==> config.mk <==
export PLATFORM = sky130hd
export DESIGN_NAME = peg_l2_mac_pause_cntrl_flat
export DESIGN_NICKNAME = d
export VERILOG_FILES = /design/src/rtl/peg_l2_mac_pause_cntrl_pkg.sv /design/src/rtl/peg_l2_mac_pause_cntrl_if.sv /design/src/rtl/peg_l2_mac_pause_cntrl_timer.sv /design/src/rtl/peg_l2_mac_pause_cntrl.sv /design/src/flat_wrapper.sv
export SDC_FILE = /design/constraint.sdc
export NUM_CORES = 1
export LEC_CHECK = 0
export ABC_AREA = 0
export BUFFER_PORTS_ARGS = -buffer_cell sky130_fd_sc_hd__buf_2
export CAP_MARGIN = 5
export CORE_MARGIN = 1
export CORE_UTILIZATION = 45
export CTS_BUF_LIST = sky130_fd_sc_hd__clkbuf_8
export DETAILED_ROUTE_END_ITERATION = 7
export PLACE_DENSITY = 0.8
export REMOVE_ABC_BUFFERS = 1
export SLEW_MARGIN = 5
export SYNTH_ARGS = -nofsm -noshare
export SYNTH_HDL_FRONTEND = slang
export SYNTH_HIERARCHICAL = 1
export SYNTH_SLANG_ARGS = --single-unit
==> constraint.sdc <==
create_clock -name clk -period 2.8 [get_ports clk]
set_input_delay 0.56 -clock clk [delete_from_list [all_inputs] [get_ports clk]]
set_output_delay 0.56 -clock clk [all_outputs]
set_load 0.02 [all_outputs]
==> src/rtl/peg_l2_mac_pause_cntrl_pkg.sv <==
// Shared constants for the L2 MAC PAUSE controller: parser field indices,
// the MAC control opcode and the pause FSM state encodings.
package peg_l2_mac_pause_cntrl_pkg;

   localparam int MAC_FIDX_DADDR      = 0;
   localparam int MAC_FIDX_SADDR      = 1;
   localparam int MAC_FIDX_ETYPE      = 2;
   localparam int MAC_FIDX_OPCODE     = 3;
   localparam int MAC_FIDX_PAUSE_TIME = 4;

   localparam logic [15:0] PAUSE_CTRL_OPCODE = 16'h0001;

   typedef enum logic [1:0] {
      PAUSE_FSM_IDLE   = 2'd0,
      PAUSE_FSM_REQ    = 2'd1,
      PAUSE_FSM_PAUSED = 2'd2
   } pause_fsm_t;

endpackage

==> src/rtl/peg_l2_mac_pause_cntrl_if.sv <==
// RX parser strobes plus the TX halt handshake seen by the pause controller.
// slave is the controller side, master is the parser/TX side.
interface peg_l2_mac_pause_cntrl_if #(
   parameter int NUM_FIELDS = 8,
   parameter int BFFR_SIZE  = 48
);
   logic [NUM_FIELDS-1:0] rx_field_valid_vec;
   logic [BFFR_SIZE-1:0]  rx_bffr;
   logic                  rx_fcs_chk_valid;
   logic                  rx_fcs_chk_ok;
   logic                  rx_frm_abort;
   logic                  tx_pause_req;
   logic                  tx_pause_ack;
   logic                  tx_pause_active;

   modport slave (
      input  rx_field_valid_vec, rx_bffr, rx_fcs_chk_valid, rx_fcs_chk_ok, rx_frm_abort,
      input  tx_pause_ack,
      output tx_pause_req, tx_pause_active
   );

   modport master (
      output rx_field_valid_vec, rx_bffr, rx_fcs_chk_valid, rx_fcs_chk_ok, rx_frm_abort,
      output tx_pause_ack,
      input  tx_pause_req, tx_pause_active
   );
endinterface

==> src/rtl/peg_l2_mac_pause_cntrl_timer.sv <==
// Pause quanta prescaler and 16-bit remaining-quanta down counter.
// The prescaler is held at zero whenever the timer is not running.
module peg_l2_mac_pause_timer #(
   parameter int QUANTA_CLKS = 64
) (
   input  logic        clk,
   input  logic        rst,
   input  logic        i_load,
   input  logic [15:0] i_load_val,
   input  logic        i_run,
   output logic        o_quanta_wrap,
   output logic        o_zero,
   output logic [15:0] o_val
);
   localparam int CW = $clog2(QUANTA_CLKS);

   logic [CW-1:0] r_quanta_cntr;
   logic [15:0]   r_val;
   logic          w_wrap;

   assign w_wrap        = i_run && (r_quanta_cntr == CW'(QUANTA_CLKS - 1));
   assign o_quanta_wrap = w_wrap;
   assign o_zero        = (r_val == 16'd0);
   assign o_val         = r_val;

   always_ff @(posedge clk) begin
      if (rst) begin
         r_quanta_cntr <= '0;
         r_val         <= '0;
      end else if (i_load) begin
         r_quanta_cntr <= '0;
         r_val         <= i_load_val;
      end else if (i_run) begin
         r_quanta_cntr <= w_wrap ? '0 : r_quanta_cntr + CW'(1);
         // Saturate at zero so a stray extra wrap never underflows.
         if (w_wrap && (r_val != 16'd0))
            r_val <= r_val - 16'd1;
      end else begin
         r_quanta_cntr <= '0;
      end
   end
endmodule

==> src/rtl/peg_l2_mac_pause_cntrl.sv <==
// 802.3x PAUSE controller: captures the pause time from the RX parser, commits it
// on a good FCS, then runs the TX halt handshake and counts pause quanta down.
module peg_l2_mac_pause_cntrl
   import peg_l2_mac_pause_cntrl_pkg::*;
#(
   parameter int NUM_FIELDS  = 8,
   parameter int BFFR_SIZE   = 48,
   parameter int QUANTA_CLKS = 64
) (
   input  logic                           clk,
   input  logic                           rst,
   input  logic                           i_config_l2_mac_pause_en,
   peg_l2_mac_pause_cntrl_if.slave        io_pause_if,
   output logic [1:0]                     o_pause_fsm_state,
   output logic [15:0]                    o_pause_timer_val
);
   logic        r_pend_vld;
   logic [15:0] r_pend_time;
   pause_fsm_t  r_state;
   logic        r_tx_pause_req;
   logic        r_tx_pause_active;

   logic        w_en;
   logic        w_commit;
   logic        w_commit_load;
   logic        w_commit_zero;
   logic        w_tmr_run;
   logic        w_tmr_wrap;
   logic        w_tmr_zero;
   logic [15:0] w_tmr_val;
   logic        w_unused;

   assign w_en          = i_config_l2_mac_pause_en;
   assign w_commit      = w_en && io_pause_if.rx_fcs_chk_valid && io_pause_if.rx_fcs_chk_ok && r_pend_vld;
   assign w_commit_load = w_commit && (r_pend_time != 16'd0);
   assign w_commit_zero = w_commit && (r_pend_time == 16'd0);
   assign w_tmr_run     = w_en && (r_state == PAUSE_FSM_PAUSED) && !w_commit;
   assign w_unused      = ^{io_pause_if.rx_bffr[BFFR_SIZE-1:16], io_pause_if.rx_field_valid_vec};

   // An FCS verdict of either polarity, an abort or a new frame start all retire the
   // pending time; a capture only lands when none of those fire in the same cycle.
   always_ff @(posedge clk) begin
      if (rst) begin
         r_pend_vld  <= 1'b0;
         r_pend_time <= '0;
      end else if (!w_en) begin
         r_pend_vld  <= 1'b0;
      end else if (io_pause_if.rx_fcs_chk_valid || io_pause_if.rx_frm_abort ||
                   io_pause_if.rx_field_valid_vec[MAC_FIDX_DADDR]) begin
         r_pend_vld  <= 1'b0;
      end else if (io_pause_if.rx_field_valid_vec[MAC_FIDX_PAUSE_TIME]) begin
         r_pend_vld  <= 1'b1;
         r_pend_time <= io_pause_if.rx_bffr[15:0];
      end
   end

   peg_l2_mac_pause_timer #(.QUANTA_CLKS(QUANTA_CLKS)) u_timer (
      .clk           (clk),
      .rst           (rst),
      .i_load        (w_commit_load),
      .i_load_val    (r_pend_time),
      .i_run         (w_tmr_run),
      .o_quanta_wrap (w_tmr_wrap),
      .o_zero        (w_tmr_zero),
      .o_val         (w_tmr_val)
   );

   always_ff @(posedge clk) begin
      if (rst || !w_en) begin
         r_state           <= PAUSE_FSM_IDLE;
         r_tx_pause_req    <= 1'b0;
         r_tx_pause_active <= 1'b0;
      end else begin
         case (r_state)
            PAUSE_FSM_IDLE: begin
               if (w_commit_load) begin
                  r_state        <= PAUSE_FSM_REQ;
                  r_tx_pause_req <= 1'b1;
               end
            end
            PAUSE_FSM_REQ: begin
               if (w_commit_zero) begin
                  r_state        <= PAUSE_FSM_IDLE;
                  r_tx_pause_req <= 1'b0;
               end else if (!w_commit_load && io_pause_if.tx_pause_ack) begin
                  r_state           <= PAUSE_FSM_PAUSED;
                  r_tx_pause_active <= 1'b1;
               end
            end
            PAUSE_FSM_PAUSED: begin
               // A reload beats a same-cycle final wrap; ack level is ignored here.
               if (!w_commit_load &&
                   (w_commit_zero || (w_tmr_wrap && w_tmr_val == 16'd1) || w_tmr_zero)) begin
                  r_state           <= PAUSE_FSM_IDLE;
                  r_tx_pause_req    <= 1'b0;
                  r_tx_pause_active <= 1'b0;
               end
            end
            default: begin
               r_state           <= PAUSE_FSM_IDLE;
               r_tx_pause_req    <= 1'b0;
               r_tx_pause_active <= 1'b0;
            end
         endcase
      end
   end

   assign io_pause_if.tx_pause_req    = r_tx_pause_req;
   assign io_pause_if.tx_pause_active = r_tx_pause_active;
   assign o_pause_fsm_state           = r_state;
   assign o_pause_timer_val           = (r_state == PAUSE_FSM_IDLE) ? 16'd0 : w_tmr_val;
endmodule
==> src/flat_wrapper.sv <==
// flat-port wrapper written by rule: the top's interface ports become plain ports
module peg_l2_mac_pause_cntrl_flat import peg_l2_mac_pause_cntrl_pkg::*;
#(
   parameter int NUM_FIELDS  = 8,
   parameter int BFFR_SIZE   = 48,
   parameter int QUANTA_CLKS = 64
)
  (clk, rst, i_config_l2_mac_pause_en, o_pause_fsm_state, o_pause_timer_val, io_pause_if_rx_field_valid_vec, io_pause_if_rx_bffr, io_pause_if_rx_fcs_chk_valid, io_pause_if_rx_fcs_chk_ok, io_pause_if_rx_frm_abort, io_pause_if_tx_pause_ack, io_pause_if_tx_pause_req, io_pause_if_tx_pause_active);
  peg_l2_mac_pause_cntrl_if #(.NUM_FIELDS(NUM_FIELDS), .BFFR_SIZE(BFFR_SIZE)) io_pause_if_i ();
  input  logic clk;
  input  logic rst;
  input  logic i_config_l2_mac_pause_en;
  output logic [1:0] o_pause_fsm_state;
  output logic [15:0] o_pause_timer_val;
  input wire logic [$bits(io_pause_if_i.rx_field_valid_vec)-1:0] io_pause_if_rx_field_valid_vec;
  input wire logic [$bits(io_pause_if_i.rx_bffr)-1:0] io_pause_if_rx_bffr;
  input wire logic [$bits(io_pause_if_i.rx_fcs_chk_valid)-1:0] io_pause_if_rx_fcs_chk_valid;
  input wire logic [$bits(io_pause_if_i.rx_fcs_chk_ok)-1:0] io_pause_if_rx_fcs_chk_ok;
  input wire logic [$bits(io_pause_if_i.rx_frm_abort)-1:0] io_pause_if_rx_frm_abort;
  input wire logic [$bits(io_pause_if_i.tx_pause_ack)-1:0] io_pause_if_tx_pause_ack;
  output wire logic [$bits(io_pause_if_i.tx_pause_req)-1:0] io_pause_if_tx_pause_req;
  output wire logic [$bits(io_pause_if_i.tx_pause_active)-1:0] io_pause_if_tx_pause_active;
  assign io_pause_if_i.rx_field_valid_vec = io_pause_if_rx_field_valid_vec;
  assign io_pause_if_i.rx_bffr = io_pause_if_rx_bffr;
  assign io_pause_if_i.rx_fcs_chk_valid = io_pause_if_rx_fcs_chk_valid;
  assign io_pause_if_i.rx_fcs_chk_ok = io_pause_if_rx_fcs_chk_ok;
  assign io_pause_if_i.rx_frm_abort = io_pause_if_rx_frm_abort;
  assign io_pause_if_i.tx_pause_ack = io_pause_if_tx_pause_ack;
  assign io_pause_if_tx_pause_req = io_pause_if_i.tx_pause_req;
  assign io_pause_if_tx_pause_active = io_pause_if_i.tx_pause_active;
  peg_l2_mac_pause_cntrl #(.NUM_FIELDS(NUM_FIELDS), .BFFR_SIZE(BFFR_SIZE), .QUANTA_CLKS(QUANTA_CLKS)) u_core (.clk(clk), .rst(rst), .i_config_l2_mac_pause_en(i_config_l2_mac_pause_en), .io_pause_if(io_pause_if_i), .o_pause_fsm_state(o_pause_fsm_state), .o_pause_timer_val(o_pause_timer_val));
endmodule
Word-level counts from Yosys, hierarchy flattened --
Index checks and enable logic that the tools add are counted.
Storage, ports and cells: bits in registers 43, output and inout bits 20, bits of input ports 63, word-level logic and storage cells 73
Cells by class: bitwise operators 4, muxes and demuxes 16, equality and inequality tests 10, $add $sub $neg 2, reductions and logical operators 34
Operator list (number):
- $mux 16 | 4
- $logic_not 16->1 | 2
- $reduce_bool 16->1 | 2
- $eq 16x1->1 const B | 1
- $sub 16x1->16 const B | 1
- $logic_and 1x1->1 | 12
- $reduce_and 3->1 | 3
- $mux 2 | 4
- $add 6x1->6 const B | 1
- $eq 6x6->1 const B | 1
- $ne 2x1->1 const B | 3
- $pmux 1 s3 | 2
- $pmux 2 s3 | 1
- $logic_or 1x1->1 | 5
- $mux 1 | 5
- $ne 2x2->1 const B | 2
- $not 1->1 | 4
- $reduce_and 4->1 | 1
- $reduce_bool 2->1 | 2
- $reduce_or 4->1 | 1
- $logic_not 1->1 | 3
- $ne 3x1->1 const B | 1
- $reduce_or 3->1 | 1
- $eq 2x1->1 const B | 1
- 3 further kinds | 3

Longest topological paths before layout --
Gate-level depths: netlist of the first run.
depth after elaboration 12, gate-level depth with buffers 11, depth with buffers taken out 9

By module --
Netlist of the first run, hierarchy kept.
Modules (own cells, without submodules):
- peg_l2_mac_pause_timer | area each 1290.0 um2, cells an instance 155, seq. area each 440.4 um2, times used 1
- peg_l2_mac_pause_cntrl | area each 1037.2 um2, cells an instance 127, seq. area each 420.4 um2, times used 1

Worst setup path before layout of the first run --
No wires, ideal clock.
path kind input -> register, start input port io_pause_if_rx_fcs_chk_ok, end register u_core.r_tx_pause_req, in the netlist u_core/io_pause_if.tx_pause_req, setup time 0.143 ns, data required time 2.657 ns, stages on the path 11, path buffers 2, slack 0.070 ns, data arrival time 2.587 ns, cells stage by stage and4_4 buf_6 and4bb_2 and3_1 clkbuf_1 nand2_1 inv_1 nor4b_1 nand4_1 o41ai_2 a311oi_2
On the way: cells in the longest elaborated chain, start to end 11, elaborated cells between the ends (all ways) 16, those cells by class 3 x eq/ne; 13 x reduce/logical
RTL lines:
- start, declared | line flat_wrapper.sv:18 | input wire logic [$bits(io_pause_if_i.rx_fcs_chk_ok)-1:0] io_pause_if_rx_fcs_chk_ok;
- $logic_and 1x1->1 (2 in series) | line peg_l2_mac_pause_cntrl.sv:34 | assign w_commit = w_en && io_pause_if.rx_fcs_chk_valid && io_pause_if.rx_fcs_chk_ok && r_pend_vld;
- $logic_not 1->1 | line peg_l2_mac_pause_cntrl.sv:37 | assign w_tmr_run = w_en && (r_state == PAUSE_FSM_PAUSED) && !w_commit;
- $logic_and 1x1->1 | line peg_l2_mac_pause_cntrl.sv:37
- named net u_core.w_tmr_run | line peg_l2_mac_pause_cntrl.sv:27 | logic w_tmr_run;
- $logic_and 1x1->1 | line peg_l2_mac_pause_cntrl_timer.sv:21 | assign w_wrap = i_run && (r_quanta_cntr == CW'(QUANTA_CLKS - 1));
- named net u_core.w_tmr_wrap | line peg_l2_mac_pause_cntrl.sv:28 | logic w_tmr_wrap;
- $logic_and 1x1->1 | line peg_l2_mac_pause_cntrl.sv:93 | (w_commit_zero || (w_tmr_wrap && w_tmr_val == 16'd1) || w_tmr_zero)) begin
- $logic_or 1x1->1 (2 in series) | line peg_l2_mac_pause_cntrl.sv:93
- $logic_and 1x1->1 | line peg_l2_mac_pause_cntrl.sv:92 | if (!w_commit_load &&
- $ne 2x2->1 (no source line)
- $reduce_and 3->1 (no source line)
- end signal, assigned | line peg_l2_mac_pause_cntrl.sv:84 | r_tx_pause_req <= 1'b0;
- end signal, assigned | line peg_l2_mac_pause_cntrl.sv:95 | r_tx_pause_req <= 1'b0;
- end signal, assigned | line peg_l2_mac_pause_cntrl.sv:101 | r_tx_pause_req <= 1'b0;
- end, declared | line peg_l2_mac_pause_cntrl.sv:20 | logic r_tx_pause_req;
The timed path passes the listed nets, and every way through them passes these cells. A chain may end at the register's enable or synchronous reset.

Worst setup path in the final report of the first run --
start input port i_config_l2_mac_pause_en, end register u_core.r_tx_pause_req, in the netlist u_core/io_pause_if.tx_pause_req
On the way: cells in the longest elaborated chain, start to end 12, elaborated cells between the ends (all ways) 20, those cells by class 3 x eq/ne; 17 x reduce/logical
RTL lines:
- start, declared | line flat_wrapper.sv:12 | input logic i_config_l2_mac_pause_en;
- $logic_and 1x1->1 (3 in series) | line peg_l2_mac_pause_cntrl.sv:34
- $logic_not 1->1 | line peg_l2_mac_pause_cntrl.sv:37
- $logic_and 1x1->1 * | line peg_l2_mac_pause_cntrl.sv:37
- named net u_core.w_tmr_run | line peg_l2_mac_pause_cntrl.sv:27
- $logic_and 1x1->1 * | line peg_l2_mac_pause_cntrl_timer.sv:21
- named net u_core.w_tmr_wrap | line peg_l2_mac_pause_cntrl.sv:28
- $logic_and 1x1->1 * | line peg_l2_mac_pause_cntrl.sv:93
- $logic_or 1x1->1 * (2 in series) | line peg_l2_mac_pause_cntrl.sv:93
- $logic_and 1x1->1 * | line peg_l2_mac_pause_cntrl.sv:92
- $ne 2x2->1 (no source line) *
- $reduce_and 3->1 (no source line) *
Mark *: on every way through the listed nets, which the timed path passes. The rest lies on a longest branch.

==> flow_summary.ini, run 1 <==
[global_route]
grt_usage_pct = 23.76
grt_pass1_wl_mm = 9.867
gr-usage-met2_pct = 35.35
overflow = 0
gr-usage-met1_pct = 33.95
grt_pass1_vias = 2061
top_usage_layer = met2
grt_util_met3_pct = 5.075
grt_antenna_before_repair = 0
grt_start_max_net_pins = 29

[worst_setup_path]
crit_arrival_ps = 2630
r2r_cells = 6
cp.required_ps = 2970
crit_fanout = 9
start_kind = input pin
r2r_end = u_core/u_timer/r_quanta_cntr[1]
worstSetupEndpointType = flop
rr_startpoint = u_core/r_pend_time[8]
worst-setup-path-type = input pin to flop
cp-startpoint = i_config_l2_mac_pause_en
regToRegSetupSlack_ps = 430

[place]
dp.final_hpwl_mm = 4.363
place_congestion = 0.9047
io_buffers = 44

[timing]
hold_viol = 0
max_freq_mhz = 406.3
rsz0062_at_grt = no
final.min_clock_period_ps = 2461
finalSetupViolCount = 0
slew_viol_final = 0
tightest_slew_ps = 581.9
setup_tns_ps = 0
slew_headroom_pct = 61.10
skew_ps = 6.965
timing.final.crit_share_pct = 87.91

[floorplanning]
pin_count = 83
rows = 25
core_area_sq_um = 4848
die_area_sq_um = 5463
die_w_um = 73.92
fp.dieH_um = 73.92
start_util_pct = 48.00

[clocking]
cts_buffers = 5
clk_pin_slew_ps = 90
clock_latency_ps = 300
cts_resized = 0
htree_levels = 2
clkSinkCount = 43
postCtsHoldBufs = 0
cts-root-buf = clkbuf_8
post-cts-setup-buffers = 0
cts_tree = built
cts_buffer_depth = 2

[worst_hold_path]
worstHoldStart = u_core/r_pend_time[4]
hold_end = u_core/r_pend_time[4]
min_path_type = flop to flop
min_delay_path_depth = 2

[routing]
routed_wirelength_mm = 6.027
wire_per_inst_um = 15.34
drc = 0
drtAntennaViolNets = 0
routed_via_density = 5.885
drt-pass1-iter-count = 5
drt_iter0_markers = 305
via_count = 2313

[power]
peakVddDrop_mv = 0.3328
p_per_area_nw_per_um2 = 424.3
p_leak_nw = 1.040
power_mw = 1.154

[yosys]
netlist_top_cells_count = dfxtp_1, nand2_1, a21oi_1, nor2_1, nor2b_1
synth_most_common_cell = dfxtp_1
post-synth-top-area-cell = dfxtp_1
synth_edf_count = 0
yosys_warnings = 6
avgSynthCellArea_sq_um = 8.253
yosys_register_bits = 43
ys_seq_area_share_pct = 36.99
netlist_area_sq_um = 2327
synth_top_area_share_pct = 36.99
synth-async-reset-ratio_pct = 0
synthFlopType = dfxtp_1
synth_area_leaders = dfxtp_1, nand2_1, a21oi_1
synthCells = 282
ys_types = 54

[finish]
drive_gt1_share_pct = 23.62
nets = 390
area_growth_syn_to_layout_pct = 16.83
num_antenna_cells = 0
nFillCells = 463

[run]
cap_violations = 0

[run_status]
outcome = finished, final reports clean
[where the power goes]
group / total, mW / internal (mW) / leakage, nW / switching [mW]
registers: 0.617 / 0.614 / 0.347 / 0.00290
clock network: 0.490 / 0.266 / 0.0581 / 0.224
logic: 0.0467 / 0.0191 / 0.636 / 0.0276
[state kept, by name (all words and copies together), names as in the netlist]
register                            cells
u_core/io_pause_if.tx_pause_active      1
u_core/io_pause_if.tx_pause_req         1
u_core/o_pause_fsm_state                2
u_core/r_pend_time                     16
u_core/r_pend_vld                       1
u_core/u_timer/o_val                   16
u_core/u_timer/r_quanta_cntr            6
[routing by layer]
metal / part of all wire, % / routed length [um] / vias to the layer above
li1: - / - / 1136
met1: 47 / 2829 / 1077
met2: 46 / 2774 / 91
met3: 5.9 / 353 / 9
met4: 1.2 / 70 / 0
met5: 0 / 0 / -
[worst max-delay path, cell delays in order]
cell and delay (ps):
buf_2 120, and4_4 220, and4bb_2 330, and3_1 240, nand2_1 90, inv_1 90, nor4b_1 250, nand4_1 150
o41ai_2 410, a311oi_2 160
[cell families (layout without fill, tap and decap cells)]
kind of cell	count (synthesis)	after routing	synth area share, %
XOR/XNOR	4	4	1.506
AO/OA/AOI/OAI	64	64	19.46
buffers and inverters	27	71	4.946
flip-flops	43	43	36.99
AND/OR/NAND/NOR	142	142	36.02
adder cells (fa/ha/maj)	2	2	1.075
[layout make-up]
type                            instances  area [sq um]  share of cell area [%]
Clock buffer                            5         68.82                   2.531
Clock inverter                          3         43.79                   1.611
Inverter                               14         52.55                   1.933
Multi-Input combinational cell        212          1351                   49.70
Sequential cell                        43         860.8                   31.66
Tap cell                               67         83.83                   3.083
Timing Repair Buffer                   49         257.7                   9.480
[through the flow]
| stage | cells | cell area (sq um) | util, % | worst slack, ps | hold WS (ps) |
|---|---|---|---|---|---|
| 6_report | 393 | 2719 | 56.08 | 338.6 | 480.9 |
| 5_1_grt | 393 | 2719 | 56.08 | 203.2 | 487.8 |
| 4_1_cts | 393 | 2719 | 56.08 | 370.4 | 482.9 |
| 3_5_place_dp | 385 | 2606 | 53.75 | 54.58 | 471.1 |
| 3_3_place_gp | 385 | 2606 | 53.75 | 103.6 | 448.5 |
| 2_1_floorplan | 269 | 2265 | - | 239.5 | 430.2 |
[cell usage in the layout (no fill, tap or decap), types with 7 or more instances in the layout]
cell / count
nand4_1: 13
buf_2: 44
nor2b_1: 14
nor4_1: 8
nor2_1: 20
dfxtp_1: 43
inv_1: 13
a311oi_1: 8
a31oi_1: 7
nand2_1: 37
a21oi_1: 22
[worst max path at each step]
| stage | to | slack (ps) | cells after the start |
|---|---|---|---|
| finish | u_core/io_pause_if.tx_pause_req | 340 | 10 |
| global route | u_core/io_pause_if.tx_pause_req | 200 | 10 |
| CTS | u_core/io_pause_if.tx_pause_req | 370 | 10 |
| detailed placement | u_core/io_pause_if.tx_pause_req | 50 | 10 |
| global placement | u_core/io_pause_if.tx_pause_req | 100 | 10 |
| floorplan | u_core/io_pause_if.tx_pause_req | 240 | 9 |
Note: power is estimated with default switching activity, not from simulation.
==> run 2, diff against run 1 <==
Settings changed: RECOVER_POWER from default to 25.
==> flow_summary.ini, run 2 (synthesized netlist as in run 1, its figures left out) <==
[place]
place_congestion = 0.9047
pre_cts_ws_ps = 54.58
io_buffers = 44
dp.final_hpwl_mm = 4.363
placed_cells = 385

[floorplanning]
die_w_um = 73.92
fp.dieH_um = 73.92
rows = 25
start_util_pct = 48.00
pin_count = 83
core_area_sq_um = 4848
die_area_sq_um = 5463

[clocking]
clk_pin_slew_ps = 90
cts-root-buf = clkbuf_8
cts_tree = built
post-cts-setup-buffers = 0
clkSinkCount = 43
cts_resized = 0
cts_buffer_depth = 2
htree_levels = 2
postCtsHoldBufs = 0
cts_buffers = 5
clock_latency_ps = 300

[worst_hold_path]
min_delay_path_depth = 2
min_path_type = flop to flop
worstHoldStart = u_core/r_pend_time[4]
hold_end = u_core/r_pend_time[4]

[finish]
fin_cells = 393
final_common_cell = dfxtp_1
final_core_util_pct = 55.87
nets = 390
mostFrequentLayoutCells = dfxtp_1, buf_2, nand2_1, a21oi_1, nor2_1
drive_gt1_share_pct = 22.09
nFillCells = 464
area_growth_syn_to_layout_pct = 16.40
num_antenna_cells = 0

[worst_setup_path]
crit_path_max_incr_delay_ps = 410
rr_startpoint = u_core/r_pend_time[8]
worst-setup-path-type = input pin to flop
worstSetupEndpointType = flop
regToRegSetupSlack_ps = 430
path_cells = buf_2 -> and4_4 -> and4bb_2 -> and3_1 -> nand2_1 -> inv_1 -> nor4b_1 -> nand4_1 -> o41ai_2 -> a311oi_2
cp.required_ps = 2970
crit_arrival_ps = 2620
start_kind = input pin
worst-path-buf-inv = 2
crit_fanout = 9
slowest_stage = o41ai_2
worst_path_dominant_cell_family = simple AND/OR/NAND/NOR gates
r2r_end = u_core/u_timer/r_quanta_cntr[1]
r2r_cells = 6
cp-startpoint = i_config_l2_mac_pause_en

[timing]
slew_headroom_pct = 18.47
setup_ws_ps = 348.0
finalSetupViolCount = 0
max_freq_mhz = 407.8
setup_tns_ps = 0
skew_ps = 6.662
hold_viol = 0
final.min_clock_period_ps = 2452
slew_viol_final = 0
rsz0062_at_grt = no
tightest_slew_ps = 1223
timing.final.crit_share_pct = 87.57

[global_route]
overflow = 0
grt_antenna_before_repair = 0
grt_start_max_net_pins = 29
grt_usage_pct = 23.76
grt_pass1_vias = 2061
grt_pass1_wl_mm = 9.867

[power]
peakVddDrop_mv = 0.3328
p_leak_nw = 1.025
p_per_area_nw_per_um2 = 426.0

[routing]
routed_wirelength_mm = 6.029
drc = 0
routed_via_density = 5.868
drt_iter0_markers = 266
via_count = 2306
wire_per_inst_um = 15.34
drt-pass1-iter-count = 5
drtAntennaViolNets = 0

[run_status]
outcome = finished, final reports clean

[run]
cap_violations = 0
[run 2: worst max-delay path by stage]
stage,depth (start not counted),to,slack (ps)
2_1_floorplan,9,u_core/io_pause_if.tx_pause_req,240
3_3_place_gp,10,u_core/io_pause_if.tx_pause_req,100
3_5_place_dp,10,u_core/io_pause_if.tx_pause_req,50
4_1_cts,10,u_core/io_pause_if.tx_pause_req,370
5_1_grt,10,u_core/io_pause_if.tx_pause_req,200
6_report,10,u_core/io_pause_if.tx_pause_req,350
[run 2: metrics by stage]
step	power, mW	hold slack (ps)	area, sq um
final	1.154	481.0	2709
after global routing	1.194	487.8	2709
after CTS	1.162	482.9	2719
after detailed placement	0.6781	471.1	2606
after global placement	0.6771	448.5	2606
after floorplan	0.6476	430.2	2265
[run 2: metal layers]
| metal | share of wire [%] | global-route usage, % | wire [um] |
|---|---|---|---|
| met5 | 0 | 0 | 0 |
| met4 | 1.8 | 7.906 | 109 |
| met3 | 6.2 | 5.075 | 372 |
| met2 | 45 | 35.35 | 2719 |
| met1 | 47 | 33.95 | 2828 |
[run 2: worst min-delay path, cell delays in order (launching register included)]
cell	delay [ps]
dfxtp_1	330
nand2_1	60
a21oi_1	60
[run 2: final cells by class]
cell class	instances	area [sq um]	share of cell area [%]
inverter	14	52.55	1.940
tap	67	83.83	3.095
clock inverter	3	43.79	1.617
timing repair buffer	49	252.7	9.330
clock buffer	5	68.82	2.540
sequential	43	860.8	31.78
multi-input combinational	212	1346	49.70
[run 2: power breakdown]
part           internal, mW  switching, mW  leakage (nW)  total [mW]
combinational        0.0185         0.0273         0.620      0.0458
sequential            0.614        0.00289         0.347       0.617
clock                 0.266          0.225        0.0581       0.491
total                 0.898          0.256          1.02        1.15
